`src/rtl/sum_of_squares_pkg.sv`:
```
`default_nettype none
// =============================================================================
// Module      : sos_pkg
// Description : Shared types and constants for the sum_of_squares block.
//               SOS_QUAT_EN selects the 4-element (quaternion) build.
// Revision    : 1.0  initial release
// =============================================================================
package sos_pkg;
    localparam int INT_WIDTH   = 12;
    localparam int FRACT_WIDTH = 4;
    localparam int W           = INT_WIDTH + FRACT_WIDTH;

`ifdef SOS_QUAT_EN
    localparam int N_ELEM = 4;
`else
    localparam int N_ELEM = 3;
`endif

    // Two guard bits: four squares of at most 2^30 each fit without wrap.
    localparam int ACC_W = 2 * W + 2;
    localparam int IDX_W = 2;

    localparam logic [W-1:0] SAT_MAX = {1'b0, {(W-1){1'b1}}};

    typedef enum logic [1:0] {
        IDLE  = 2'd0,
        ACCUM = 2'd1,
        OUT   = 2'd2
    } state_t;
endpackage
`default_nettype wire

```
`src/rtl/sum_of_squares_if.sv`:
```
`default_nettype none
// =============================================================================
// Module      : sum_of_squares_if
// Description : Vector-in / result-out handshake bundle of sum_of_squares.
//               w_in exists only when SOS_QUAT_EN is defined.
// Revision    : 1.0  initial release
// =============================================================================
interface sum_of_squares_if;
    import sos_pkg::*;

    logic signed [W-1:0] x_in;
    logic signed [W-1:0] y_in;
    logic signed [W-1:0] z_in;
`ifdef SOS_QUAT_EN
    logic signed [W-1:0] w_in;
`endif
    logic                valid_in;
    logic                ready_in;
    logic        [W-1:0] data_out;
    logic                valid_out;
    logic                ready_out;
    logic                zero_out;
    logic                sat_out;

`ifdef SOS_QUAT_EN
    modport master (
        output x_in, y_in, z_in, w_in, valid_in, ready_out,
        input  ready_in, data_out, valid_out, zero_out, sat_out
    );
    modport slave (
        input  x_in, y_in, z_in, w_in, valid_in, ready_out,
        output ready_in, data_out, valid_out, zero_out, sat_out
    );
`else
    modport master (
        output x_in, y_in, z_in, valid_in, ready_out,
        input  ready_in, data_out, valid_out, zero_out, sat_out
    );
    modport slave (
        input  x_in, y_in, z_in, valid_in, ready_out,
        output ready_in, data_out, valid_out, zero_out, sat_out
    );
`endif
endinterface
`default_nettype wire

```
`src/rtl/sum_of_squares_square_accumulate.sv`:
```
`default_nettype none
// =============================================================================
// Module      : square_accumulate
// Description : Single-multiplier square-and-add accumulator with clear/enable.
//               Exposes the next accumulator value so the caller can latch the
//               final sum on the same edge as the last accumulation.
// Revision    : 1.0  initial release
// =============================================================================
module square_accumulate
    import sos_pkg::*;
(
    input  wire logic                clk,
    input  wire logic                rst_n,
    input  wire logic                i_clear,
    input  wire logic                i_en,
    input  wire logic signed [W-1:0] i_operand,
    output logic         [ACC_W-1:0] o_acc_next
);
    logic         [ACC_W-1:0] r_acc;
    logic signed  [2*W-1:0]   w_op_ext;
    logic signed  [2*W-1:0]   w_square;

    // The exact square never exceeds 2^30, so a 2W signed product is non-negative.
    assign w_op_ext   = (2*W)'(i_operand);
    assign w_square   = w_op_ext * w_op_ext;
    assign o_acc_next = r_acc + {2'b00, w_square};

    always_ff @(posedge clk) begin
        if (!rst_n) begin
            r_acc <= '0;
        end else if (i_clear) begin
            r_acc <= '0;
        end else if (i_en) begin
            r_acc <= o_acc_next;
        end
    end
endmodule
`default_nettype wire

```
`src/rtl/sum_of_squares.sv`:
```
`default_nettype none
// =============================================================================
// Module      : sum_of_squares
// Description : Q12.4 squared norm (x^2+y^2+z^2[+w^2]) with valid/ready I/O.
//               Define SOS_QUAT_EN for the 4-element quaternion variant.
// Revision    : 1.0  initial release
// =============================================================================
module sum_of_squares
    import sos_pkg::*;
(
    input  wire logic       clk,
    input  wire logic       rst_n,
    sum_of_squares_if.slave bus
);
    localparam logic [IDX_W-1:0] c_IDX_LAST = IDX_W'(N_ELEM - 1);

    state_t              r_state;
    state_t              w_state_next;
    logic    [IDX_W-1:0] r_idx;
    logic signed [W-1:0] r_elem [N_ELEM];
    logic                r_ready;
    logic                r_valid;
    logic        [W-1:0] r_data;
    logic                r_zero;
    logic                r_sat;

    logic                w_accept;
    logic                w_last;
    logic signed [W-1:0] w_operand;
    logic    [ACC_W-1:0] w_acc_next;
    logic    [ACC_W-1:0] w_shift;
    logic                w_sat;
    logic        [W-1:0] w_result;

    always_ff @(posedge clk) begin
        if (!rst_n) begin
            r_state <= IDLE;
        end else begin
            r_state <= w_state_next;
        end
    end

    always_comb begin
        w_state_next = r_state;
        w_accept     = 1'b0;
        w_last       = 1'b0;
        case (r_state)
            IDLE: begin
                if (r_ready && bus.valid_in) begin
                    w_accept     = 1'b1;
                    w_state_next = ACCUM;
                end
            end
            ACCUM: begin
                if (r_idx == c_IDX_LAST) begin
                    w_last       = 1'b1;
                    w_state_next = OUT;
                end
            end
            OUT: begin
                if (bus.ready_out) begin
                    w_state_next = IDLE;
                end
            end
            default: w_state_next = IDLE;
        endcase
    end

    always_ff @(posedge clk) begin
        if (!rst_n) begin
            for (int i = 0; i < N_ELEM; i++) begin
                r_elem[i] <= '0;
            end
            r_idx <= '0;
        end else if (w_accept) begin
            r_elem[0] <= bus.x_in;
            r_elem[1] <= bus.y_in;
            r_elem[2] <= bus.z_in;
`ifdef SOS_QUAT_EN
            r_elem[3] <= bus.w_in;
`endif
            r_idx     <= '0;
        end else if (r_state == ACCUM) begin
            r_idx <= r_idx + 1'b1;
        end
    end

    always_comb begin
        w_operand = '0;
        for (int i = 0; i < N_ELEM; i++) begin
            if (r_idx == IDX_W'(i)) begin
                w_operand = r_elem[i];
            end
        end
    end

    square_accumulate u_square_accumulate (
        .clk        (clk),
        .rst_n      (rst_n),
        .i_clear    (w_accept),
        .i_en       (r_state == ACCUM),
        .i_operand  (w_operand),
        .o_acc_next (w_acc_next)
    );

    // Truncate the fractional bits of the Q24.8 sum back to Q12.4.
    assign w_shift  = w_acc_next >> FRACT_WIDTH;
    assign w_sat    = (w_shift > ACC_W'(SAT_MAX));
    assign w_result = w_sat ? SAT_MAX : w_shift[W-1:0];

    always_ff @(posedge clk) begin
        if (!rst_n) begin
            r_ready <= 1'b0;
            r_valid <= 1'b0;
            r_data  <= '0;
            r_zero  <= 1'b0;
            r_sat   <= 1'b0;
        end else begin
            r_ready <= (w_state_next == IDLE);
            r_valid <= (w_state_next == OUT);
            if (w_last) begin
                r_data <= w_result;
                r_zero <= (w_result == '0);
                r_sat  <= w_sat;
            end
        end
    end

    assign bus.ready_in  = r_ready;
    assign bus.valid_out = r_valid;
    assign bus.data_out  = r_data;
    assign bus.zero_out  = r_zero;
    assign bus.sat_out   = r_sat;
endmodule
`default_nettype wire

```
`src/flat_wrapper.sv`:
```
// flat-port wrapper written by rule: the top's interface ports become plain ports
module sum_of_squares_flat import sos_pkg::*;
  (clk, rst_n, bus_x_in, bus_y_in, bus_z_in, bus_valid_in, bus_ready_out, bus_ready_in, bus_data_out, bus_valid_out, bus_zero_out, bus_sat_out);
  sum_of_squares_if bus_i ();
  input  wire logic clk;
  input  wire logic rst_n;
  input wire logic [$bits(bus_i.x_in)-1:0] bus_x_in;
  input wire logic [$bits(bus_i.y_in)-1:0] bus_y_in;
  input wire logic [$bits(bus_i.z_in)-1:0] bus_z_in;
  input wire logic [$bits(bus_i.valid_in)-1:0] bus_valid_in;
  input wire logic [$bits(bus_i.ready_out)-1:0] bus_ready_out;
  output wire logic [$bits(bus_i.ready_in)-1:0] bus_ready_in;
  output wire logic [$bits(bus_i.data_out)-1:0] bus_data_out;
  output wire logic [$bits(bus_i.valid_out)-1:0] bus_valid_out;
  output wire logic [$bits(bus_i.zero_out)-1:0] bus_zero_out;
  output wire logic [$bits(bus_i.sat_out)-1:0] bus_sat_out;
  assign bus_i.x_in = bus_x_in;
  assign bus_i.y_in = bus_y_in;
  assign bus_i.z_in = bus_z_in;
  assign bus_i.valid_in = bus_valid_in;
  assign bus_i.ready_out = bus_ready_out;
  assign bus_ready_in = bus_i.ready_in;
  assign bus_data_out = bus_i.data_out;
  assign bus_valid_out = bus_i.valid_out;
  assign bus_zero_out = bus_i.zero_out;
  assign bus_sat_out = bus_i.sat_out;
  sum_of_squares u_core (.clk(clk), .rst_n(rst_n), .bus(bus_i));
endmodule
```
`config.mk`:
```
export PLATFORM = sky130hd
export DESIGN_NAME = sum_of_squares_flat
export DESIGN_NICKNAME = d
export VERILOG_FILES = /design/src/rtl/sum_of_squares_pkg.sv /design/src/rtl/sum_of_squares_if.sv /design/src/rtl/sum_of_squares_square_accumulate.sv /design/src/rtl/sum_of_squares.sv /design/src/flat_wrapper.sv
export SDC_FILE = /design/constraint.sdc
export NUM_CORES = 1
export LEC_CHECK = 0
export BUFFER_PORTS_ARGS = -buffer_cell sky130_fd_sc_hd__buf_2
export CORE_UTILIZATION = 30
export DETAILED_ROUTE_END_ITERATION = 6
export GPL_TIMING_DRIVEN = 0
export PLACE_DENSITY = 0.52
export SETUP_SLACK_MARGIN = 0.15
export SYNTH_ARGS = -nofsm -noshare
export SYNTH_HDL_FRONTEND = slang
export SYNTH_HIERARCHICAL = 1
export SYNTH_SLANG_ARGS = --single-unit
```
`constraint.sdc`:
```
create_clock -name clk -period 15.75 [get_ports clk]
set_input_delay 3.9375 -clock clk [delete_from_list [all_inputs] [get_ports clk]]
set_output_delay 3.9375 -clock clk [all_outputs]
set_load 0.01 [all_outputs]
```
==> Yosys cells after proc, flatten, opt, wreduce, memory -nomap -nowiden <==
Memories as Yosys holds them, arrays and structs flattened.
Index checks and enable logic that the tools add are counted.
{ "classes": {"addsub": 2, "mul": 1, "n_div": 0, "order_cmp": 1, "eq_ne": 5, "n_shift": 0, "mux": 19, "n_bitwise": 4, "n_reduce_logical": 6} }
{ "ops": {"columns": ["operator", "n"], "rows": [
  ["16-bit two-way mux", 7],
  ["34-bit by 32-bit adder with 34-bit output", 1],
  ["16-bit by 16-bit multiplier with 32-bit output", 1],
  ["30-bit by 15-bit greater-than comparator with 1-bit output, second input constant", 1],
  ["16-bit zero test", 1],
  ["1-bit two-way mux", 8],
  ["2-bit == test, second input constant", 3],
  ["2-bit zero test", 3],
  ["2-bit two-way mux", 3],
  ["2-bit case mux with 3 select lines", 1],
  ["2-bit by 1-bit == test with 1-bit output, second input constant", 2],
  ["1-bit OR", 3],
  ["2-bit by 1-bit adder with 2-bit output, second input constant", 1],
  ["2-bit OR reduction", 1],
  ["1-bit logical AND", 1],
  ["1-bit inverter", 1]
]} }
{ "totals": {"register_bits": 58, "latchBits": 0, "ram_bits": 48, "romBits": 0, "output_inout_bits": 20, "elab_cells": 47, "mem_count": 1} }
{ "mem_list": {"columns": ["memory", "words", "width", "rd", "rd_ports_with_merged_regs", "write_ports", "line_no", "rtl"], "rows": [
  ["u_core.r_elem", 3, 16, 3, 0, 3, "sum_of_squares.sv:20", "logic signed [W-1:0] r_elem [N_ELEM];"]
]} }

==> Depth between registers and ports, before layout <==
Gate-level depths: netlist (run 1).
{ "logic_depth": {"word_depth": 9, "mapped_depth": 46, "ltp_nobuf": 41} }

==> Modules after synthesis <==
The synthesis (run 1) kept the hierarchy.
{ "by_module_without_submodules": {"columns": ["mod", "n_inst", "cells_each", "area_each_um2", "seq_area_each_um2"], "rows": [
  ["square_accumulate", 1, 1385, 12020.3, 680.7],
  ["sum_of_squares", 1, 293, 3211.8, 1921.8]
]} }

==> Worst setup path before layout (run 1) <==
Ideal clock, no wire load.
{ "synth_path": {"path_kind": "reg-to-reg", "startpoint": "register u_core.r_idx[0]", "endpoint": "register u_core.r_data[10], in the netlist u_core/bus.data_out[10]", "arrival_ns": 9.646, "t_required_ns": 15.628, "slack_ns": 5.982, "path_stages_with_launch": 43, "path_buffers": 5, "period_less_slack_ns": 9.768, "cell_sequence": "dfxtp_1 > inv_1 > ha_1 > clkbuf_1 > clkbuf_1 > nand2_1 > nor2_1 > a21oi_1 > o21ai_0 > clkbuf_1 > nand2_1 > fa_1 > inv_1 > fa_1 > inv_1 > fa_1 > inv_1 > fa_1 > (+7 left out) > o21bai_1 > a21oi_1 > xnor2_1 > ha_1 > buf_6 > a21o_1 > a211o_1 > a311oi_2 > o21ai_1 > o21a_1 > o31a_1 > nor2_1 > xnor2_1 > or4_4 > nor4_4 > nand3_4 > buf_6 > o311a_1"} }
{ "synth_via": {"elab_chain_len": 8} }
{ "synth_lines": {"columns": ["element", "line_no", "rtl"], "rows": [
  ["start: declaration", "sum_of_squares.sv:19", "logic [IDX_W-1:0] r_idx;"],
  ["start signal: assignment", "sum_of_squares.sv:84", "r_idx <= r_idx + 1'b1;"],
  ["2-bit zero test", "sum_of_squares.sv:91", "if (r_idx == IDX_W'(i)) begin"],
  ["16-bit two-way mux (2 in series)", "sum_of_squares.sv:91", null],
  ["16-bit two-way mux (*)", "sum_of_squares.sv:91", null],
  ["named net u_core.w_operand[6]", "sum_of_squares.sv:29", "logic signed [W-1:0] w_operand;"],
  ["16-bit by 16-bit multiplier with 32-bit output (*)", "sum_of_squares_square_accumulate.sv:25", "assign w_square = w_op_ext * w_op_ext;"],
  ["34-bit by 32-bit adder with 34-bit output (*)", "sum_of_squares_square_accumulate.sv:26", "assign o_acc_next = r_acc + {2'b00, w_square};"],
  ["named net u_core.w_acc_next[27]", "sum_of_squares.sv:30", "logic [ACC_W-1:0] w_acc_next;"],
  ["30-bit by 15-bit greater-than comparator with 1-bit output (*)", "sum_of_squares.sv:108", "assign w_sat = (w_shift > ACC_W'(SAT_MAX));"],
  ["16-bit two-way mux (*)", "sum_of_squares.sv:109", "assign w_result = w_sat ? SAT_MAX : w_shift[W-1:0];"],
  ["end signal: assignment", "sum_of_squares.sv:122", "r_data <= w_result;"],
  ["end: declaration", "sum_of_squares.sv:23", "logic [W-1:0] r_data;"]
]} }
Mark *: on every way through the listed nets, which the timed path passes. The rest lies on a longest branch.
A chain may end at the register's enable or synchronous reset.

==> Final worst setup path (run 1) <==
{ "layout_path": {"startpoint": "register u_core.r_idx[1]", "endpoint": "register u_core.r_data[5], in the netlist u_core/bus.data_out[5]"} }
Same word-level chain as after synthesis.

==> impl_metrics.tcl, run 1 <==
set metrics [dict create \
    status "complete, no violations" \
    synth-edff-count 48 \
    place_congestion 0.832 \
    ys_seq_elements 106 \
    ys.flop_type "dfxtp_1" \
    drtIter0Drc 506 \
    routed_wl_um 39000 \
    cts_resized 0 \
    globalRouteOverflowTotal 0 \
    critPathKind "reg -> reg" \
    drv_cap 0 \
    ys_types 74 \
    htree_levels 3 \
    area_delta_synth_final_pct 10.1 \
    timing.final.crit_share_pct 79.2 \
    drtPass1Iterations 4 \
    path_clk_slew_ns 0.08 \
    syn_inst 1678 \
    cts_hold_buf 0 \
    io_pins 72 \
    slowest_stage "o21ai_0" \
    drive_gt1_share_pct 7.18 \
    cp-end-kind "flip-flop" \
    port-buffer-count 71 \
    hold_ws_ns 0.481 \
    critPathMaxStageDelay_ns 0.94 \
    ant_nets 0 \
    grt_antenna_before_repair 0 \
    seq_area_um2 2600 \
    fin_crit_ns 12.47 \
    synthesis.nets 2092 \
    finalSetupTns_ns 0 \
    drc_errors 0 \
    place_area_um2 16500 \
    tightest_slew_ns 1.23 \
    max_slew_margin_pct 16.8 \
    max_freq_mhz 80.2 \
    die-area_um2 51700 \
    avgSynthCellArea_um2 9.08 \
    numCtsBuffers 9 \
    min_path_type "reg -> reg" \
    die_x_um 227 \
    synthArstFlopShare_pct 0 \
    fin_area_um2 16800 \
    grt_pass1_vias 11900 \
    hold_viol 0 \
    clock_sinks 106 \
    grt_pass1_wl_um 63700 \
    crit_path_start_kind "flip-flop" \
    multi_input_area_um2 11000 \
    nFillCells 5240 \
    grt_usage_pct 15.9 \
    cts_root_buf "clkbuf_16" \
    synth_seq_area_share_pct 17.1 \
    clock_skew_ns 0.00851 \
    initial_core_util_pct 30.4 \
    die_height_um 227 \
    routedWlPerCell_um 16.0 \
    drv_slew 0 \
    critPathArrivalTime_ns 12.72 \
    routed-via-count 11300 \
    num_antenna_cells 0 \
    cp_max_fo 10 \
    cts_buffer_depth 2 \
    syn_area_um2 15200 \
    fin_nets 2179 \
    cp_common_cell "fa_1" \
    fin_ws_ns 3.28 \
    dp_slack_ns 3.26 \
    yosysWarnings 6 \
    worstSkewPairLatency_ns 0.37 \
    rsz0062_at_grt "false" \
    viasPerCell 4.62 \
    required_ns 16.00 \
    finalSetupViolCount 0 \
    coreArea_um2 50200 \
    cts_tree "yes" \
    num_rows 82 \
    dp_hpwl_um 33300 \
    post-cts-setup-buffers 0 \
    grt_max_degree 29 \
]
## metal layers
metal,share of wire (%),track usage (%),vias up,routed length [µm]
met3,3.4,1.88,40,1310
li1,-,-,5503,-
met1,45,21.0,5552,17300
met4,2.4,4.70,0,929
met5,0,0,-,0
met2,50,27.3,186,19400
## layout make-up
cell class,instances,share of cell area [%]
clock inverter,7,0.291
clock buffer,9,1.34
timing repair buffer,76,2.51
inverter,367,8.21
tap,672,5.01
sequential,106,15.5
buffer,64,1.54
multi-input combinational,1141,65.6
## synthesized netlist by cell type (16+ instances only)
library cell    n  area [µm²]
inv_1         366        1370
fa_1          235        4700
nand2_1       143         537
ha_1          127        1590
nor2_1        111         417
a21oi_1        60         300
and3_1         60         375
xnor2_1        59         517
dfxtp_1        58        1160
clkbuf_1       54         203
edfxtp_1       48        1440
o21ai_0        42         210
and2_1         27         169
a21o_1         25         188
nand2b_1       25         156
mux2i_1        24         240
nor3_1         22         110
nand3_1        21         105
xor2_1         17         149
o311a_1        16         160
## cells by family after synthesis
group	Yosys count	share of synthesized area, %
buffers and inverters	431	10.7
muxes	25	1.65
adders and majority gates	362	41.3
and+or+nand+nor	457	14.7
DFF	106	17.1
xor gates and xnor gates	76	4.37
AOI/OAI and AO/OA	221	10.1
## worst max-delay path: cells and delay by family, from the launching register on
| family | cells | cell delay [ns] |
|---|---|---|
| compound gates | 9 | 3.38 |
| buf+inv | 10 | 2.35 |
| mux | 1 | 0.20 |
| simple gates | 9 | 1.77 |
| xor+xnor | 1 | 0.13 |
| flops | 1 | 0.32 |
| fa+ha+maj | 9 | 4.15 |
## metrics by stage
stage | std cells | utilization [%]
after detailed placement | 2426 | 32.9
after floorplan | 1678 | -
final | 2442 | 33.4
after CTS | 2442 | 33.4
after global routing | 2442 | 33.4
after global placement | 2421 | 32.7
## final timing paths
path	from	cells after the start	end	slack, ns
max	u_core/r_idx[1]$_SDFFE_PP0P_	39	u_core/bus.data_out[5]$_SDFFE_PN0P_	3.28
max reg2reg	u_core/r_idx[1]$_SDFFE_PP0P_	39	u_core/bus.data_out[5]$_SDFFE_PN0P_	3.28
min	u_core/u_square_accumulate/r_acc[5]$_SDFFE_PP0P_	2	u_core/u_square_accumulate/r_acc[5]$_SDFFE_PP0P_	0.48
min reg2reg	u_core/u_square_accumulate/r_acc[5]$_SDFFE_PP0P_	2	u_core/u_square_accumulate/r_acc[5]$_SDFFE_PP0P_	0.48
## sequential cells by signal, indices dropped and copies added (netlist names)
signal and flops:
u_core/bus.sat_out 1, u_core/u_square_accumulate/r_acc 34, u_core/bus.zero_out 1, u_core/bus.data_out 16, u_core/r_idx 2, u_core/bus.valid_out 1
u_core/bus.ready_in 1, u_core/r_elem 48, u_core/r_state 2
## cell usage in the layout, fill, tap and decap left out, types with 54 or more instances in the layout
cell	netlist	layout
buf_2	2	73
inv_1	366	366
xnor2_1	59	59
dfxtp_1	58	58
a21oi_1	60	60
fa_1	235	235
clkbuf_1	54	54
and3_1	60	60
nand2_1	143	143
ha_1	127	127
nor2_1	111	111
Power of run 1 is left out: the tool's default activity adds up to more than one toggle a clock period on the data nets, which glitch-free logic cannot reach.
==> run 2: changes to the inputs <==
ABC_AREA = 1   (was default)
clock period = 12.9 ns   (was 15.75 ns; I/O delays follow)
==> run 2 against run 1 <==
  * Area after synthesis rose by 10%
  * Via count rose by 20%
  * Final cell count rose by 26%
  * Utilization fell by 0.17 points
  * Flip-flop and latch count did not move
  * Clock skew rose by 0.0081 ns
  * Critical endpoint is now u_core/bus.zero_out$_SDFFE_PN0P_
  * Highest routed layer unchanged
==> impl_metrics.tcl, run 2 <==
set metrics [dict create \
    status "complete, no violations" \
    tightest_slew_ns 0.766 \
    avgSynthCellArea_um2 7.51 \
    htree_levels 3 \
    timing.final.crit_share_pct 81.4 \
    coreArea_um2 55200 \
    viasPerCell 4.42 \
    critPathTopFamily "adder cells" \
    grt_antenna_before_repair 0 \
    cp-end-kind "flip-flop" \
    synth_commonest_cells "inv_1, nand2_1, fa_1" \
    largest_reg_flops 48 \
    worstSkewPairLatency_ns 0.38 \
    critPathMaxStageDelay_ns 0.62 \
    yosysMostFrequentCell "inv_1" \
    initial_core_util_pct 30.4 \
    clock_skew_ns 0.0166 \
    drv_cap 0 \
    routed-via-count 13600 \
    routed_wl_um 46500 \
    cts_hold_buf 0 \
    cts_buffer_depth 2 \
    globalRouteOverflowTotal 0 \
    drtIter0Drc 656 \
    num_rows 86 \
    syn_area_um2 16800 \
    finalSetupTns_ns 0 \
    clock_sinks 106 \
    port-buffer-count 71 \
    cts_root_buf "clkbuf_16" \
    cts_tree "yes" \
    numCtsBuffers 9 \
    io_pins 72 \
    max_freq_mhz 95.2 \
    critPathArrivalTime_ns 10.83 \
    rsz0062_at_grt "false" \
    drive_gt1_share_pct 7.46 \
    final_common_cell "inv_1" \
    max_slew_margin_pct 48.9 \
    critPathKind "reg -> reg" \
    grt_pass1_vias 14300 \
    synth-edff-count 48 \
    synth-simple-area-share_pct 21.1 \
    synth.area.top_cells "fa_1, inv_1, nand2_1" \
    post-cts-setup-buffers 0 \
    die_x_um 238 \
    fin_crit_ns 10.50 \
    path_buf_inv 9 \
    drtPass1Iterations 6 \
    min_path_type "reg -> reg" \
    synth-compound-area-share_pct 7.08 \
    cp_max_fo 10 \
    hold_viol 0 \
    dp_hpwl_um 40700 \
    ant_nets 0 \
    synthArstFlopShare_pct 0 \
    yosysWarnings 6 \
    synth_top_area_share_pct 28.1 \
    place_congestion 0.959 \
    regMostFlops "u_core/r_elem" \
    num_antenna_cells 0 \
    routedWlPerCell_um 15.2 \
    die_height_um 238 \
    synth_top_family_by_area "adder cells" \
    synth_top_area_cell "fa_1" \
    synthesis.nets 2646 \
    cts_resized 0 \
    synthAdderAreaFrac_pct 37.5 \
    drv_slew 0 \
    drc_errors 0 \
    syn_inst 2232 \
    required_ns 13.22 \
    final_cell_mix "inv_1, nand2_1, fa_1" \
    finalSetupViolCount 0 \
    fin_nets 2729 \
    ys_seq_elements 106 \
    synth_seq_area_share_pct 15.5 \
    ys_types 50 \
    slowest_stage "clkbuf_1" \
    grt_pass1_wl_um 76300 \
    grt_max_degree 32 \
    crit_path_start_kind "flip-flop" \
    area_delta_synth_final_pct 9.50 \
    synthMuxAreaShare_pct 0 \
    path_clk_slew_ns 0.08 \
    synthXorXnorAreaFrac_pct 2.82 \
    grt_usage_pct 17.4 \
    die-area_um2 56800 \
    ys.flop_type "dfxtp_1" \
]
## run 2: metrics by stage
stage / area [µm²] / utilization, % / instances / setup WS, ns / hold WS [ns]
2_1_floorplan: 16800 / - / 2232 / 4.69 / 0.443
3_3_place_gp: 18100 / 32.7 / 3051 / 2.46 / 0.444
3_5_place_dp: 18100 / 32.7 / 3052 / 2.47 / 0.451
4_1_cts: 18400 / 33.3 / 3068 / 2.43 / 0.466
5_1_grt: 18400 / 33.3 / 3068 / 1.82 / 0.486
6_report: 18400 / 33.3 / 3068 / 2.40 / 0.467
## run 2: cells by family (layout without fill, tap and decap cells)
| logic type | count (synthesis) | count (layout) |
|---|---|---|
| compound gates | 194 | 194 |
| xor+xnor | 54 | 54 |
| fa+ha+maj | 362 | 362 |
| buf+inv | 687 | 775 |
| flops | 106 | 106 |
| simple gates | 829 | 829 |
## run 2: worst min-delay path, stage by stage, from the launching register on
cell     delay [ns]
dfxtp_1        0.32
nand3_1        0.08
inv_1          0.03
## run 2: final timing paths
check / from / end / slack [ns] / cells after the start
max reg2reg: u_core/r_idx[0]$_SDFFE_PP0P_ / u_core/bus.zero_out$_SDFFE_PN0P_ / 2.40 / 39
min reg2reg: u_core/bus.data_out[15]$_SDFFE_PN0P_ / u_core/bus.data_out[15]$_SDFFE_PN0P_ / 0.47 / 2
max: u_core/r_idx[0]$_SDFFE_PP0P_ / u_core/bus.zero_out$_SDFFE_PN0P_ / 2.40 / 39
min: u_core/bus.data_out[15]$_SDFFE_PN0P_ / u_core/bus.data_out[15]$_SDFFE_PN0P_ / 0.47 / 2
## run 2: layout make-up
class                   count  area (µm²)
well taps                 748         936
fillers                  5980       36800
flip-flops and latches    106        2600
plain buffers              59         310
repair buffers             72         375
clock inverters             5        46.3
inverters                 628        2360
multi-input cells        1439       11500
clock buffers              11         233
## run 2: metal layers
metal | share of wire (%) | wire [µm] | track usage, %
met3 | 5.5 | 2560 | 3.16
met5 | 0 | 0 | 0
met1 | 44 | 20700 | 22.8
met2 | 46 | 21400 | 28.4
met4 | 4.0 | 1850 | 6.84
Power of run 2 is left out for the same reason.
